<file path="config.mk">
export PLATFORM = sky130hd
export DESIGN_NAME = knowles_pipe_adder
export DESIGN_NICKNAME = d
export VERILOG_FILES = /design/src/rtl/knowles_pipe_adder.sv
export SDC_FILE = /design/constraint.sdc
export NUM_CORES = 1
export LEC_CHECK = 0
export ABC_AREA = 1
export CAP_MARGIN = 20
export CORE_MARGIN = 2
export CORE_UTILIZATION = 59
export CTS_CLUSTER_SIZE = 8
export DETAILED_ROUTE_END_ITERATION = 7
export MAX_ROUTING_LAYER = met4
export PLACE_DENSITY = 0.79
export SLEW_MARGIN = 0
export SYNTH_ARGS = -nofsm -noshare
export SYNTH_HDL_FRONTEND = slang
export SYNTH_SLANG_ARGS = --single-unit
</file>
<file path="constraint.sdc">
create_clock -name clk -period 23.4 [get_ports clk]
set_input_delay 5.85 -clock clk [delete_from_list [all_inputs] [get_ports clk]]
set_output_delay 5.85 -clock clk [all_outputs]
set_load 0.01 [all_outputs]
</file>
<file path="src/rtl/knowles_pipe_adder.sv">
// Pipelined Kogge-Stone (Knowles 1,1,...,1) adder: one prefix level per stage, valid/ready flow.
// Define KNOWLES_OVF_EN to add the registered signed-overflow output Ovf.
module knowles_pipe_adder #(
    parameter int unsigned WIDTH = 32
) (
    input  logic             clk,
    input  logic             rst,
    input  logic             in_valid,
    output logic             in_ready,
    input  logic [WIDTH-1:0] A,
    input  logic [WIDTH-1:0] B,
    input  logic             Cin,
    output logic             out_valid,
    input  logic             out_ready,
    output logic [WIDTH-1:0] S,
    output logic             Cout
`ifdef KNOWLES_OVF_EN
    ,
    output logic             Ovf
`endif
);
    localparam int unsigned LEVELS = $clog2(WIDTH);

    logic             stall;
    logic [LEVELS:0]  v_q;
    logic [LEVELS:0]  cin_q;
    logic [WIDTH-1:0] g_q  [LEVELS+1];
    logic [WIDTH-1:0] g_d  [LEVELS+1];
    // Group propagate is dead after the last level, so it stops one stage early.
    logic [WIDTH-1:0] pg_q [LEVELS];
    logic [WIDTH-1:0] pg_d [LEVELS];
    logic [WIDTH-1:0] p_q  [LEVELS+1];
    logic [WIDTH-1:0] carry;

    assign stall    = out_valid && !out_ready;
    assign in_ready = !stall;

    always_comb begin
        g_d[0]    = A & B;
        g_d[0][0] = (A[0] & B[0]) | ((A[0] ^ B[0]) & Cin);
        pg_d[0]   = A ^ B;
        for (int unsigned k = 1; k <= LEVELS; k++) begin
            g_d[k] = g_q[k-1];
            for (int unsigned i = (32'd1 << (k - 1)); i < WIDTH; i++) begin
                g_d[k][i] = g_q[k-1][i] | (pg_q[k-1][i] & g_q[k-1][i-(32'd1 << (k - 1))]);
            end
        end
        for (int unsigned k = 1; k < LEVELS; k++) begin
            pg_d[k] = pg_q[k-1];
            for (int unsigned i = (32'd1 << (k - 1)); i < WIDTH; i++) begin
                pg_d[k][i] = pg_q[k-1][i] & pg_q[k-1][i-(32'd1 << (k - 1))];
            end
        end
    end

    always_ff @(posedge clk) begin
        if (rst) begin
            v_q <= '0;
        end else if (!stall) begin
            v_q <= {v_q[LEVELS-1:0], in_valid};
        end
    end

    // Data registers need no reset: only the valid bits qualify them.
    always_ff @(posedge clk) begin
        if (!stall) begin
            for (int unsigned k = 0; k <= LEVELS; k++) begin
                g_q[k] <= g_d[k];
            end
            for (int unsigned k = 0; k < LEVELS; k++) begin
                pg_q[k] <= pg_d[k];
            end
            p_q[0] <= A ^ B;
            for (int unsigned k = 1; k <= LEVELS; k++) begin
                p_q[k] <= p_q[k-1];
            end
            cin_q <= {cin_q[LEVELS-1:0], Cin};
        end
    end

    // carry[i] is the carry into bit i.
    assign carry = {g_q[LEVELS][WIDTH-2:0], cin_q[LEVELS]};

    always_ff @(posedge clk) begin
        if (rst) begin
            out_valid <= 1'b0;
            S         <= '0;
            Cout      <= 1'b0;
`ifdef KNOWLES_OVF_EN
            Ovf       <= 1'b0;
`endif
        end else if (!stall) begin
            out_valid <= v_q[LEVELS];
            S         <= p_q[LEVELS] ^ carry;
            Cout      <= g_q[LEVELS][WIDTH-1];
`ifdef KNOWLES_OVF_EN
            Ovf       <= carry[WIDTH-1] ^ g_q[LEVELS][WIDTH-1];
`endif
        end
    end
endmodule

</file>
After elaboration in Yosys (flattened, before gate mapping) --
Memories as Yosys holds them, arrays and structs flattened. Cells that the tools add are included.
Word-level totals: bits in registers 46, latch bits 0, bits in writable memories 544, ROM bits 0, bits of input ports 69, logic and storage cells 390, memories kept 3
Memories:
- g_q | depth 6, bits a word 32, read ports 6, clocked after memory_dff 0, write ports 6, RTL line 27 | logic [WIDTH-1:0] g_q [LEVELS+1];
- p_q | depth 6, bits a word 32, read ports 6, clocked after memory_dff 0, write ports 6, RTL line 32 | logic [WIDTH-1:0] p_q [LEVELS+1];
- pg_q | depth 5, bits a word 32, read ports 5, clocked after memory_dff 0, write ports 5, RTL line 30 | logic [WIDTH-1:0] pg_q [LEVELS];
Operators by class: add/sub/neg operators 0, multiply operators 0, divide/modulo/power cells 0, order comparisons 0, equality and inequality tests 0, shifts and indexed selects 0, multiplexer cells 1, bitwise operators 378, reduce and logical (&&, ||, !) cells 3
Operator list (number):
- $and A1 B1 Y1 | 244
- $or A1 B1 Y1 | 130
- $xor A32 B32 Y32 | 2
- $and A32 B32 Y32 | 1
- $logic_not A1 Y1 | 2
- $logic_and A1 B1 Y1 | 1
- $mux W1 | 1
- $xor A1 B1 Y1 | 1

Depth between registers and ports, before layout --
Gate-level depths: netlist of the first run.
word-level depth 3, depth in mapped cells 7, mapped depth without buffers 5

Least setup slack after synthesis of the first run --
No wires, ideal clock.
path kind input -> output, start point in out_ready, end point out in_ready, data arrival time 16.362 ns, data required time 17.550 ns, slack 1.188 ns, cell stages on the path 2, buffers on the path 0, cell sequence inv_2 > nand2_1
On the way: longest elaborated chain between the ends 3
Ends and longest elaborated chain:
- from (decl) | RTL line 14 | input logic out_ready,
- $logic_not A1 Y1 | RTL line 35 | assign stall = out_valid && !out_ready;
- $logic_and A1 B1 Y1 | RTL line 35
- $logic_not A1 Y1
- to (decl) | RTL line 9 | output logic in_ready,
No other way between the ends.

Worst setup path in the final report of the first run --
Same ends and word-level chain as after synthesis.

==> results of run 1 <==
-- final timing paths --
kind / endpoint / startpoint
worst max register to register: p_q[0][25]$_DFFE_PN_ / out_valid$_SDFFE_PP0N_
worst min register to register: p_q[4][3]$_DFFE_PN_ / p_q[3][3]$_DFFE_PN_
worst max-delay path: in_ready / out_ready
worst min-delay path: p_q[4][3]$_DFFE_PN_ / p_q[3][3]$_DFFE_PN_
-- flip-flops by register name, summed over array words and instances (netlist names) --
| signal | count |
|---|---|
| Cout | 1 |
| S | 32 |
| cin_q | 6 |
| g_q | 192 |
| out_valid | 1 |
| p_q | 191 |
| pg_q | 99 |
| v_q | 6 |
-- cell families after synthesis --
family,after synthesis,synth area share
flip-flops,528,0.800
AO/OA/AOI/OAI,55,0.0212
buffers and inverters,262,0.0533
AND/OR/NAND/NOR,504,0.105
adder cells (fa/ha/maj),32,0.0207
-- cell usage in the layout, fill, tap and decap left out --
cell type	netlist	final
a21o_1	48	48
a21oi_1	1	1
buf_12	0	2
buf_4	1	2
clkbuf_1	0	28
clkbuf_16	0	77
clkdlybuf4s50_1	0	103
clkinv_8	0	4
dfxtp_1	40	40
edfxtp_1	488	488
ha_1	32	32
inv_1	246	246
inv_2	2	2
nand2_1	393	392
nand2_4	0	1
nand3b_1	32	32
nor2_1	78	78
nor2_4	1	1
o21bai_1	6	6
-- critical path, cell delays in order --
cell and delay, ns:
clkdlybuf4s50_1 0.49, inv_2 0.47, nand2_4 0.20, clkdlybuf4s50_1 0.58
-- per-layer routing --
| metal | wire length [um] | GRT usage | share of wire | up-vias |
|---|---|---|---|---|
| li1 | - | - | - | 4878 |
| met1 | 13100 | 0.249 | 0.40 | 4720 |
| met2 | 16900 | 0.347 | 0.51 | 364 |
| met3 | 2110 | 0.0389 | 0.064 | 94 |
| met4 | 1090 | 0.0952 | 0.033 | 0 |
| met5 | 0 | - | 0 | - |
-- stage by stage --
step / cells / hold slack (ns)
2_1_floorplan: 1381 / 0.400
3_3_place_gp: 1916 / 0.402
3_5_place_dp: 1916 / 0.405
4_1_cts: 2025 / 0.410
5_1_grt: 2025 / 0.413
6_report: 2025 / 0.410
-- power by group --
part           internal [mW]  switching, mW
Combinational         0.0576         0.0580
Clock                  0.595          0.364
Sequential              1.16         0.0643
Total                   1.81          0.486
-- layout make-up --
class	count	area, um2	share of cell area
tap	442	553	0.0241
timing repair buffer	107	1090	0.0473
clock buffer	105	2030	0.0885
clock inverter	4	65.1	0.00283
multi-input combinational	591	2840	0.124
sequential	528	15500	0.673
inverter	248	931	0.0405
==> reports/qor.csv, run 1 <==
metric;value;unit
fin_nets;1652;
antenna_found_initial;0;
diodes;0;
stdcell_area;23000;um2
avgRoutedWirePerCell;16.4;um
cts_made_buffers;75;
initial_core_util;0.597;
yosysMostFrequentCell;edfxtp_1;
synth_edf_count;488;
drt-total-wl;33200;um
ys_seq_elements;528;
final_core_util;0.709;
drt_iter0_drc;862;
ys.flop_type;edfxtp_1;
drv_slew;0;
worst_skew_pair.late_latency;0.58;ns
core;32400;um2
globalplace.congestion;0.816;
yosysTopAreaCell;edfxtp_1;
grt_pass1_vias;10300;
syn_area_per_cell;14.0;um2
grt-ovfl-total;0;
cts.clk_slew.worst_paths;0.05;ns
ys_types;15;
vias;10100;
first_pass_iters;5;
skew;0.0165;ns
max_freq;0.0744;GHz
fin_ws;9.95;ns
power;2.30;mW
port_buffers;103;
die_width;185;um
grt_usage;0.208;
min_period;13.45;ns
cts_setup_buffers;0;
r2r_setup_slack;20.65;ns
critPathKind;in2out;
avgViaCountPerCell;4.97;
max_slew_margin;0.261;
cts-root-buf;clkbuf_16;
finalSetupTns;0;ns
n_fill_cell;1967;
grt_first_pass_wirelength;52200;um
setup_violations;0;
clockBufferDepth;3;
rows;66;
yosysSeqAreaShare;0.800;
critical_path_required;17.55;ns
critPathLaunchType;input port;
cts_tree;done;
cts_hold_buf;0;
maxCapViolations;0;
rsz0062_at_grt;false;
p_leak;10.5;nW
ys_top_cells_by_count;edfxtp_1, nand2_1, inv_1;
vdd_drop_max;0.0681;mV
synth-async-reset-ratio;0;
placed_area;20900;um2
layout-drive-gt1-share;0.0562;
grt_max_degree;217;
die_y;185;um
postRouteAntennaNets;0;
worst_pin_slew;1.11;ns
drc;0;
synth_area;19300;um2
finalCritPeriodShare;0.575;
place_hpwl;19900;um
holdPathStages;0;
yosys_warnings;0;
end_kind;primary output;
path_max_fanout;33;
worst_ep_arrival_time;7.60;ns
hp-class;reg2reg;
dieArea;34200;um2
synthCells;1381;
cts_resized;0;
hold_viol;0;
synth_top_area_share;0.759;
yosys-top-cells-area;edfxtp_1, nand2_1, inv_1;
area_growth;18.9;%
place_ws;9.91;ns
status;finished clean;
ioPinCount;104;
cts.sinks;528;
syn_nets;1482;
power.density;100;nW/um2
reg2reg_depth;3;
h-tree-depth;3;
Note: power is estimated with default switching activity, not from simulation.
==> run 2: changes to the inputs <==
==> constraint.sdc (replaced) <==
create_clock -name clk -period 13 [get_ports clk]
set_input_delay 3.25 -clock clk [delete_from_list [all_inputs] [get_ports clk]]
set_output_delay 3.25 -clock clk [all_outputs]
set_load 0.01 [all_outputs]
==> run 2 against run 1 <==
  * Clock power increased by 78%
  * Combinational power increased by 81%
  * Sequential share of layout area about the same
  * Clock-buffer cell count unchanged
  * Power increased by 80%
  * Global-route usage decreased by 0.33 points
  * Final cell count about the same
  * Critical path type unchanged
==> reports/qor.csv, run 2 (synthesis gave the netlist of run 1 again) <==
metric;value;unit;change
cts.sinks;528;;unchanged
finalCritPeriodShare;0.671;;
diodes;0;;unchanged
seq_power_share;0.534;;was 0.532
cts_setup_buffers;0;;unchanged
placed_cells;1916;;unchanged
rsz0062_at_grt;false;;unchanged
power.density;180;nW/um2;was 100 nW/um2
grt_max_degree;225;;was 217
ioPinCount;104;;unchanged
setup_violations;0;;unchanged
grt-ovfl-total;0;;unchanged
fin_nets;1652;;unchanged
core;32400;um2;unchanged
stdcell_area;22900;um2;was 23,000 um2
hold_viol;0;;unchanged
internal_power;3.26;mW;was 1.81 mW
comb_power_share;0.051;;was 0.050
critical_path_required;9.75;ns;was 17.55 ns
drv_slew;0;;unchanged
final_cells;2026;;was 2,025
postRouteAntennaNets;0;;unchanged
vias;10100;;about the same
cts_made_buffers;75;;unchanged
final_core_util;0.709;;about the same
maxCapViolations;0;;unchanged
cts.clk_slew.worst_paths;0.05;ns;about the same
worst_ep_arrival_time;5.47;ns;was 7.60 ns
fin_ws;4.28;ns;was 9.95 ns
avgRoutedWirePerCell;16.1;um;was 16.4 um
path_max_fanout;96;;was 33
finalSetupTns;0;ns;unchanged
p_sw_frac;0.210;;was 0.212
die_y;185;um;unchanged
critPathKind;in2out;;unchanged
antenna_found_initial;0;;unchanged
initial_core_util;0.597;;unchanged
regMostFlops;g_q;;unchanged
port_buffers;103;;unchanged
end_kind;primary output;;unchanged
hp-class;reg2reg;;unchanged
p_clk_frac;0.416;;was 0.417
power_switching;865;uW;was 486 uW
cts_resized;0;;unchanged
min_period;8.72;ns;
cts_hold_buf;0;;unchanged
worst_skew_pair.late_latency;0.57;ns;was 0.58 ns
place_ws;4.28;ns;was 9.91 ns
place_hpwl;19900;um;about the same
critPathLaunchType;input port;;unchanged
die_width;185;um;unchanged
dieArea;34200;um2;unchanged
n_fill_cell;1971;;was 1,967
placed_area;20900;um2;about the same
clockBufferDepth;3;;unchanged
largest_reg_flops;192;;unchanged
h-tree-depth;3;;unchanged
p_leak;10.5;nW;about the same
grt_pass1_vias;10400;;was 10,300
final_cell_mix;edfxtp_1, nand2_1, inv_1, clkdlybuf4s50_1, nor2_1;;unchanged
max_slew_margin;0.174;;was 0.261
cts_tree;done;;unchanged
grt_first_pass_wirelength;51700;um;was 52,200 um
max_freq;0.115;GHz;
rows;66;;unchanged
avgViaCountPerCell;4.98;;was 4.97
grt_usage;0.205;;was 0.208
power;4.13;mW;was 2.30 mW
area_growth;18.8;%;was 18.9%
cts-root-buf;clkbuf_16;;unchanged
layout-drive-gt1-share;0.0568;;was 0.0562
status;finished clean;;unchanged
reg.largest.list;g_q x192, p_q x191, pg_q x99;;unchanged
drt_iter0_drc;902;;was 862
drc;0;;unchanged
vdd_drop_max;0.103;mV;was 0.0681 mV
worst_pin_slew;1.24;ns;was 1.11 ns
skew;0.0172;ns;was 0.0165 ns
whs;0.405;ns;was 0.410 ns
first_pass_iters;5;;unchanged
drt-total-wl;32600;um;was 33,200 um
final_common_cell;edfxtp_1;;unchanged
globalplace.congestion;0.861;;was 0.816
run 2: changes by cell type in the layout (fill, tap and decap cells not counted), sizes merged:
cell	previous run	this run
inv	248	251
clkinv	4	2
run 2: final timing paths:
path                                             start                     to  slack (ns)  cells after the start
worst max-delay path                         out_ready               in_ready        4.28                      4
worst min-delay path              p_q[2][10]$_DFFE_PN_   p_q[3][10]$_DFFE_PN_        0.41                      0
worst max register to register  out_valid$_SDFFE_PP0N_  pg_q[0][79]$_DFFE_PN_        9.48                      4
worst min register to register    p_q[2][10]$_DFFE_PN_   p_q[3][10]$_DFFE_PN_        0.41                      0
run 2: critical path, cell delays in order:
cell	delay [ns]
clkdlybuf4s50_1	0.47
inv_2	0.49
nand2_8	0.56
clkdlybuf4s50_1	0.65
run 2: cell type report:
| class | instances | area (um2) | share of cell area |
|---|---|---|---|
| sequential | 528 | 15500 | 0.673 |
| timing repair buffer | 107 | 1070 | 0.0468 |
| multi-input combinational | 591 | 2850 | 0.124 |
| clock buffer | 105 | 2030 | 0.0885 |
| tap | 442 | 553 | 0.0241 |
| inverter | 248 | 931 | 0.0406 |
| clock inverter | 5 | 58.8 | 0.00256 |
run 2: power groups by stage:
stage	combinational (mW)	sequential, mW	clock [mW]
after floorplan	0.113	2.18	0
after global placement	0.196	2.21	0
after detailed placement	0.206	2.23	0
after CTS	0.213	2.20	1.75
after global routing	0.240	2.22	1.83
final	0.210	2.20	1.71
run 2: per-layer routing:
layer / share of wire / up-vias / wire, um / GRT usage
met5: 0 / - / 0 / -
met2: 0.52 / 348 / 16900 / 0.347
met4: 0.027 / 0 / 892 / 0.0844
li1: - / 4899 / - / -
met3: 0.053 / 80 / 1720 / 0.0328
met1: 0.40 / 4766 / 13100 / 0.249
==> run 3: changes to the inputs <==
--- a/config.mk
+++ b/config.mk
@@ -8,11 +8,11 @@
 export ABC_AREA = 1
 export CAP_MARGIN = 20
 export CORE_MARGIN = 2
-export CORE_UTILIZATION = 59
+export CORE_UTILIZATION = 53
 export CTS_CLUSTER_SIZE = 8
 export DETAILED_ROUTE_END_ITERATION = 7
 export MAX_ROUTING_LAYER = met4
-export PLACE_DENSITY = 0.79
+export PLACE_DENSITY = 0.75
 export SLEW_MARGIN = 0
 export SYNTH_ARGS = -nofsm -noshare
 export SYNTH_HDL_FRONTEND = slang
==> constraint.sdc (replaced) <==
create_clock -name clk -period 7.3 [get_ports clk]
set_input_delay 1.825 -clock clk [delete_from_list [all_inputs] [get_ports clk]]
set_output_delay 1.825 -clock clk [all_outputs]
set_load 0.01 [all_outputs]
==> run 3 against run 2 <==
  * Flip-flop and latch count unchanged
  * Register-to-register slack lost 5.1 ns
  * Critical path depth stayed put
  * Final cell count is 1.0% higher
  * Critical endpoint unchanged
  * Largest cell class unchanged
  * Largest power group unchanged
==> reports/qor.csv, run 3 (synthesis gave the netlist of run 1 again) <==
metric;value;unit;change
status;finished clean;;unchanged
grt_usage;0.179;;was 0.205
drt-total-wl;32000;um;was 32,600 um
regMostFlops;g_q;;unchanged
multi_input_area;2850;um2;unchanged
critical_path_required;5.48;ns;was 9.75 ns
skew;0.0231;ns;was 0.0172 ns
crit_path_start;out_ready;;unchanged
rows;69;;was 66
cts-root-buf;clkbuf_16;;unchanged
grt-ovfl-total;0;;unchanged
final_common_cell;edfxtp_1;;unchanged
finalCritPeriodShare;0.782;;
critPathLaunchType;input port;;unchanged
cts_tree;done;;unchanged
p_leak;10.5;nW;about the same
cts.clk_slew.worst_paths;0.05;ns;about the same
setup_violations;0;;unchanged
use_met3;0.0377;;was 0.0328
worst_skew_pair.late_latency;0.56;ns;was 0.57 ns
drt_iter0_drc;736;;was 902
layout-drive-gt1-share;0.0574;;was 0.0568
cts.sinks;528;;unchanged
power.density;317;nW/um2;was 180 nW/um2
stdcell_area;23000;um2;was 22,900 um2
dieArea;38000;um2;was 34,200 um2
final_cell_mix;edfxtp_1, nand2_1, inv_1, clkdlybuf4s50_1, nor2_1;;unchanged
finalSetupTns;0;ns;unchanged
globalplace.congestion;0.857;;was 0.861
r2r-start;out_valid$_SDFFE_PP0N_;;unchanged
vdd_drop_max;0.215;mV;was 0.103 mV
worst_pin_slew;1.04;ns;was 1.24 ns
whs;0.409;ns;was 0.405 ns
end_kind;primary output;;unchanged
min_period;5.71;ns;
top_usage_layer;met2;;unchanged
cts_setup_buffers;0;;unchanged
cts_hold_buf;0;;unchanged
initial_core_util;0.540;;was 0.597
h-tree-depth;3;;unchanged
max_slew_margin;0.305;;was 0.174
hold_viol;0;;unchanged
place_hpwl;20700;um;was 19,900 um
first_pass_iters;5;;unchanged
n_fill_cell;2467;;was 1,971
postRouteAntennaNets;0;;unchanged
placed_area;20900;um2;about the same
placed_cells;1938;;was 1,916
reg.largest.list;g_q x192, p_q x191, pg_q x99;;unchanged
diodes;0;;unchanged
max_freq;0.175;GHz;
worst_ep_arrival_time;3.88;ns;was 5.47 ns
final_cells;2047;;was 2,026
drc;0;;unchanged
largest_reg_flops;192;;unchanged
port_buffers;103;;unchanged
worstHoldStart;p_q[3][22]$_DFFE_PN_;;was p_q[2][10]$_DFFE_PN_
path_cells;clkdlybuf4s50_1 -> inv_2 -> nand2_8 -> clkdlybuf4s50_1;;unchanged
critPathKind;in2out;;unchanged
avgRoutedWirePerCell;15.6;um;was 16.1 um
fin_nets;1656;;was 1,652
avgViaCountPerCell;4.83;;was 4.98
grt_pass1_vias;10100;;was 10,400
maxCapViolations;0;;unchanged
crit_buf_inv;3;;unchanged
antenna_found_initial;0;;unchanged
vias;9894;;was 10,100
use_met2;0.289;;was 0.347
die_y;195;um;was 185 um
rsz0062_at_grt;false;;unchanged
cts_made_buffers;75;;unchanged
drv_slew;0;;unchanged
area_growth;18.9;%;was 18.8%
core;35700;um2;was 32,400 um2
clockBufferDepth;3;;unchanged
die_width;195;um;was 185 um
gr-usage-met1;0.228;;was 0.249
cts_resized;0;;unchanged
critPathTopFamily;buffers and inverters;;unchanged
ioPinCount;104;;unchanged
seq_area;15500;um2;unchanged
cpMostUsedCell;clkdlybuf4s50_1;;unchanged
grt_max_degree;100;;was 225
cpPeakStageDelay;0.61;ns;was 0.65 ns
critPathSlowestCell;clkdlybuf4s50_1;;unchanged
path_max_fanout;63;;was 96
grt_first_pass_wirelength;51300;um;was 51,700 um
hp-class;reg2reg;;unchanged
-- run 3: power by group --
group | switching (mW) | internal [mW]
combinational | 0.186 | 0.185
clock | 1.11 | 1.90
sequential | 0.198 | 3.71
-- run 3: final timing paths --
check | endpoint | slack (ns) | cells past startpoint
worst max-delay path | in_ready | 1.59 | 4
worst min-delay path | p_q[4][22]$_DFFE_PN_ | 0.41 | 0
worst max register to register | g_q[3][25]$_DFFE_PN_ | 4.42 | 3
worst min register to register | p_q[4][22]$_DFFE_PN_ | 0.41 | 0
-- run 3: worst reg2reg max path, delay by kind of cell (launching register included) --
| kind | cells | cell delay (ns) |
|---|---|---|
| buffers and inverters | 2 | 1.71 |
| and+or+nand+nor | 1 | 0.39 |
| DFF | 1 | 0.35 |
-- run 3: routing by layer --
layer,vias up,share of wire
li1,4898,-
met1,4684,0.43
met2,264,0.50
met3,48,0.055
met4,0,0.016
met5,-,0
-- run 3: per-stage QoR --
| step | worst slack, ns | total power [mW] | utilization |
|---|---|---|---|
| final | 1.59 | 7.29 | 0.643 |
| after global routing | 1.44 | 7.58 | 0.643 |
| after detailed placement | 1.59 | 4.33 | 0.585 |
| after CTS | 1.58 | 7.36 | 0.642 |
| after global placement | 1.61 | 4.30 | 0.585 |
| after floorplan | 0.290 | 4.08 | - |
-- run 3: layout make-up --
cell class                 instances  share of cell area
inverter                         248              0.0405
multi-input combinational        591               0.124
tap                              461              0.0251
clock inverter                     2            0.000762
clock buffer                     106              0.0886
timing repair buffer             111              0.0484
sequential                       528               0.673
